`config.mk`:
```
export PLATFORM = sky130hd
export DESIGN_NAME = pwm_capture
export DESIGN_NICKNAME = d
export VERILOG_FILES = /design/src/rtl/pwm_capture.sv
export SDC_FILE = /design/constraint.sdc
export NUM_CORES = 1
export LEC_CHECK = 0
export ABC_AREA = 1
export BUFFER_PORTS_ARGS = -buffer_cell sky130_fd_sc_hd__buf_2
export CORE_MARGIN = 4
export CORE_UTILIZATION = 29
export CTS_CLUSTER_SIZE = 20
export DETAILED_ROUTE_END_ITERATION = 8
export SYNTH_ARGS = -nofsm -noshare
export SYNTH_HDL_FRONTEND = slang
export SYNTH_SLANG_ARGS = --single-unit
```
`constraint.sdc`:
```
create_clock -name clk_i -period 4.41 [get_ports clk_i]
set_input_delay 0.2205 -clock clk_i [delete_from_list [all_inputs] [get_ports clk_i]]
set_output_delay 0.2205 -clock clk_i [all_outputs]
set_load 0.01 [all_outputs]
```
`src/rtl/pwm_capture.sv`:
```
// PWM period / high-time meter: results are in clk_i cycles and are published at each rising edge of pwm_in_i.
// A line that shows no rising edge for TIMEOUT_CYC cycles is reported through timeout_o.
module pwm_capture #(
  parameter int unsigned WIDTH       = 28,
  parameter int unsigned TIMEOUT_CYC = 50_000_000
) (
  input  logic             clk_i,
  input  logic             rst_n_i,
  input  logic             pwm_in_i,
  input  logic             clr_valid_i,
  output logic [WIDTH-1:0] period_out_o,
  output logic [WIDTH-1:0] high_out_o,
  output logic             valid_o,
  output logic             overrun_o,
  output logic             timeout_o,
  output logic             level_o
);

  // state      | meaning
  // WAIT_FIRST | after reset: waiting for the first rising edge, nothing to publish yet
  // MEASURE    | counting; every rising edge publishes the period that just ended
  // STALL      | no rising edge for TIMEOUT_CYC cycles; results forced to 0
  typedef enum logic [1:0] {
    WAIT_FIRST = 2'd0,
    MEASURE    = 2'd1,
    STALL      = 2'd2
  } state_t;

  localparam logic [WIDTH-1:0] CNT_MAX = '1;
  localparam logic [WIDTH-1:0] CNT_ONE = WIDTH'(1);
  localparam logic [WIDTH-1:0] TO_CNT  = WIDTH'(TIMEOUT_CYC);

  state_t           state_q, state_d;
  logic             s1_q, s2_q, s3_q;
  logic [WIDTH-1:0] per_cnt_q, per_cnt_d;
  logic [WIDTH-1:0] hi_cnt_q, hi_cnt_d;
  logic [WIDTH-1:0] period_q, period_d;
  logic [WIDTH-1:0] high_q, high_d;
  logic             valid_q, valid_d;
  logic             overrun_q, overrun_d;
  logic             timeout_q, timeout_d;
  logic             rise;
  logic             to_hit;
  logic             publish;

  assign rise   = s2_q & ~s3_q;
  assign to_hit = (per_cnt_q == TO_CNT);

  // Both counters restart at 1 on the edge cycle itself, so the synchroniser delay cancels out.
  always_comb begin
    per_cnt_d = per_cnt_q;
    hi_cnt_d  = hi_cnt_q;
    if (rise) begin
      per_cnt_d = CNT_ONE;
      hi_cnt_d  = CNT_ONE;
    end else begin
      if (per_cnt_q != CNT_MAX) per_cnt_d = per_cnt_q + CNT_ONE;
      if (s2_q && (hi_cnt_q != CNT_MAX)) hi_cnt_d = hi_cnt_q + CNT_ONE;
    end
  end

  always_comb begin
    state_d   = state_q;
    period_d  = period_q;
    high_d    = high_q;
    timeout_d = timeout_q;
    publish   = 1'b0;
    case (state_q)
      WAIT_FIRST: begin
        if (rise) begin
          state_d = MEASURE;
        end else if (to_hit) begin
          state_d   = STALL;
          timeout_d = 1'b1;
          period_d  = '0;
          high_d    = '0;
        end
      end
      MEASURE: begin
        if (rise) begin
          publish  = 1'b1;
          period_d = per_cnt_q;
          high_d   = hi_cnt_q;
        end else if (to_hit) begin
          state_d   = STALL;
          timeout_d = 1'b1;
          period_d  = '0;
          high_d    = '0;
        end
      end
      STALL: begin
        // The partial period before this edge is meaningless and is dropped.
        if (rise) begin
          state_d   = MEASURE;
          timeout_d = 1'b0;
        end
      end
      default: state_d = WAIT_FIRST;
    endcase
  end

  // A publish wins over a simultaneous clear; it never sets overrun in that cycle.
  always_comb begin
    valid_d   = valid_q;
    overrun_d = overrun_q;
    if (publish) begin
      valid_d = 1'b1;
      if (valid_q && !clr_valid_i) overrun_d = 1'b1;
    end else if (clr_valid_i) begin
      valid_d   = 1'b0;
      overrun_d = 1'b0;
    end
  end

  always_ff @(posedge clk_i or negedge rst_n_i) begin
    if (!rst_n_i) begin
      state_q   <= WAIT_FIRST;
      s1_q      <= 1'b0;
      s2_q      <= 1'b0;
      s3_q      <= 1'b0;
      per_cnt_q <= '0;
      hi_cnt_q  <= '0;
      period_q  <= '0;
      high_q    <= '0;
      valid_q   <= 1'b0;
      overrun_q <= 1'b0;
      timeout_q <= 1'b0;
    end else begin
      state_q   <= state_d;
      s1_q      <= pwm_in_i;
      s2_q      <= s1_q;
      s3_q      <= s2_q;
      per_cnt_q <= per_cnt_d;
      hi_cnt_q  <= hi_cnt_d;
      period_q  <= period_d;
      high_q    <= high_d;
      valid_q   <= valid_d;
      overrun_q <= overrun_d;
      timeout_q <= timeout_d;
    end
  end

  assign period_out_o = period_q;
  assign high_out_o   = high_q;
  assign valid_o      = valid_q;
  assign overrun_o    = overrun_q;
  assign timeout_o    = timeout_q;
  assign level_o      = s2_q;

endmodule
```
==> summary.md <==
| Metric | Value |
|---|---|
| Synth Area in Compound Gates | `2.33%` |
| Final core occ | `a little over a third` |
| Peak Freq | `355 MHz` |
| Crit-path max FO | `56` |
| Via count | `5412` |
| Final TNS setup | `0 ns` |
| Initial Util | `29.4%` |
| Layout area overhead | `18.5%` |
| Residual DRC | `0` |
| Ys async rst share | `100%` |
| Final Skew | `0.0107 ns` |
| Simple-Gate Fraction of Synth Area | `40.6%` |
| Port Buffer Count | `63` |
| Number of synthesis warnings | `0` |
| Crit Path Class | `register to register` |
| # H-tree levels | `4` |
| Post-synth cell types | `31` |
| Top cells by count, synth | `nand2_1 (398), dfrtp_1 (120), nor2_1 (94)` |
| Drt first pass iters | `5` |
| Seq/Total Area, Yosys | `48.7%` |
| Routed len/inst | `approximately 14 um` |
| Clk slew on worst S/H paths | `0.06 ns` |
| CTS Sinks | `120` |
| Switch Pwr | `0.694 mW` |
| Gr ovfl total | `0` |
| Fin. Hold Viols | `0` |
| Sw Share | `24.6%` |
| Max-slew headroom | `29.0%` |
| Tcrit/Tclk final | `63.9%` |
| Critical Path Sink Type | `register` |
| N_diodes | `0` |
| Core ar. | `roughly 21000 um^2` |
| Layout cells sized above 1 | `12.8%` |
| P_leak | `3.81 nW` |
| CP Data Required Time | `4.76 ns` |
| Resize count post-CTS | `0` |
| Final net count | `917` |
| Arr. time, crit path | `~3.2 ns` |
| Placer Congestion | `slightly below 0.9` |
| First-pass GRT wire length | `27.3 mm` |
| Combinational family with the most area after synthesis | `simple AND/OR/NAND/NOR gates` |
| Post-route ant nets | `0` |
| Initial antenna violation count | `0` |
| Combinational Power Share | `under 10%` |
| Gr usage total | `14.3%` |
| Die height | `154 um` |
| Worst Hold Class | `input port to register` |
| Cell with the most instances after synthesis | `nand2_1` |
| Max-cap violations | `0` |
| Worst VDD drop | `287 uV` |
| Row count | `53` |
| Post-Syn Nets | `854` |
| Final setup fails | `0` |
| Dominant cell type by area after synthesis | `dfrtp_1` |
| RSZ-0062 raised after global routing | `no` |
| Mux cell area share after synthesis | `0%` |
| I/O pins | `64` |
| Die area | `23700 um^2` |
| Critical path startpoint category | `register` |
| Clk network pwr share | `49.4%` |
| Final Max Slew Viols | `0` |
| Number of DRC markers in iteration 0 | `378` |
| Fin crit period | `~2.8 ns` |
| Avg Inst Size Synth | `about 7.3 um^2` |
| Internal Pwr Total | `about 2.1 mW` |
| Largest net degree at the start of global routing | `57` |
| CTS buffer count | `17` |
| Outcome | `finished clean` |
| Mapped Area | `6170 um^2` |
| CTS tree | `done` |
| Synth top area share | `48.7%` |
| CTS root buf | `clkbuf_16` |
| Chip Width | `154 um` |
| CTS max path bufs | `2` |
| Top_reg_cell synth | `dfrtp_1` |
| Power per cell area | `385 nW/um^2` |
| DP HPWL | `11.6 mm` |
| Post-DR vias/cell | `around 4.5` |
| Reg power frac | `~43%` |
| Synth Instances | `roughly 850` |
| Flops & latches, synth | `120` |
| Later-pin clock latency in the skew report | `0.42 ns` |
| EDFF count, synth | `0` |
| Slew @ Worst Pin | `1.06 ns` |
| WL final | `16.4 mm` |
| Adder-cell area share of the yosys netlist | `0.608%` |
| Synth top area cells | `dfrtp_1 (49%), nand2_1 (24%), nor2_1 (5.7%)` |
| Post-Synth XOR/XNOR Area | `1.42%` |
| Vias in the first global route | `5184` |
-- state kept, by name, indices dropped and copies added (netlist names) --
signal	cells
hi_cnt_q	28
high_out_o	28
per_cnt_q	28
period_out_o	28
state_q	2
level_o	1
overrun_o	1
s1_q	1
s3_q	1
timeout_o	1
valid_o	1
-- cells in the final DEF (no fill, tap or decap), drive strengths merged --
master / instances
dlygate4sd3: 2
xnor2: 2
ha: 3
o21bai: 2
or2: 4
nand3: 58
nor3: 11
clkinvlp: 1
nor2: 101
clkbuf: 20
and2: 1
o2bb2ai: 1
nand4: 26
dfrtp: 120
nand2: 403
xor2: 8
clkinv: 8
o31ai: 5
bufinv: 3
a21oi: 3
o21ai: 12
inv: 59
o211ai: 1
buf: 67
-- power groups by stage --
| stage | combinational [mW] | clock, mW | sequential (mW) |
|---|---|---|---|
| floorplan | 0.128 | 0 | 1.22 |
| global placement | 0.218 | 0 | 1.23 |
| detailed placement | 0.221 | 0 | 1.22 |
| CTS | 0.224 | 1.41 | 1.21 |
| global route | 0.252 | 1.47 | 1.21 |
| finish | 0.219 | 1.39 | 1.21 |
-- area by class of cell --
| type | count | area, um^2 |
|---|---|---|
| timing repair buffer | 69 | 368 |
| multi-input combinational | 641 | 2780 |
| clock buffer | 20 | 457 |
| tap | 275 | 344 |
| fill | 2250 | 13600 |
| inverter | 61 | 234 |
| clock inverter | 10 | 128 |
| sequential | 120 | 3000 |
-- critical path, stage by stage (launching register included) --
cell and delay [ns]:
dfrtp_1 0.49, inv_2 0.10, nor2_4 0.34, inv_2 0.46, nor2_1 0.27, nor2_1 0.07, nand2_2 0.77, nand2_1 0.14
nand2_1 0.10
-- per-layer routing --
metal	track usage, %	part of all wire, %
met1	21.1	53
met2	20.5	42
met3	3.83	4.3
met4	4.04	1.3
met5	0	0
-- path summary, 6_finish.rpt --
kind                        startpoint                to  slack [ns]  cells past startpoint
min in group asynchronous      rst_n_i     high_out_o[5]        0.28                      2
hold reg to reg                   s1_q           level_o        0.38                      0
max in group asynchronous      rst_n_i  period_out_o[26]        3.07                      3
setup reg to reg               level_o   period_out_o[6]        1.59                      8
hold / removal             clr_valid_i           valid_o        0.07                      4
setup / recovery               level_o   period_out_o[6]        1.59                      8
-- cells by family after synthesis --
| group | Yosys count |
|---|---|
| AO/OA/AOI/OAI | 24 |
| flip-flops | 120 |
| XOR/XNOR | 10 |
| AND/OR/NAND/NOR | 604 |
| adder cells (fa/ha/maj) | 3 |
| buffers and inverters | 86 |
-- metrics by stage --
step                      hold WS, ns  worst slack (ns)  cell area [um^2]  total power [mW]  cells
after floorplan               -0.0751              2.70              6170              1.35    847
after global placement          0.185              1.64              6710              1.44   1164
after detailed placement        0.187              1.55              6710              1.44   1164
after CTS                      0.0652              1.55              7310              2.84   1196
after global routing           0.0870              1.27              7310              2.94   1196
final                          0.0692              1.59              7310              2.82   1196
-- timing repair --
item | in CTS | in global routing
hold buffers | 2 | 0
buffers inserted | 0 | 0
endpoints found under the hold margin | 34 | 0
(Power assumes the default switching activity.)
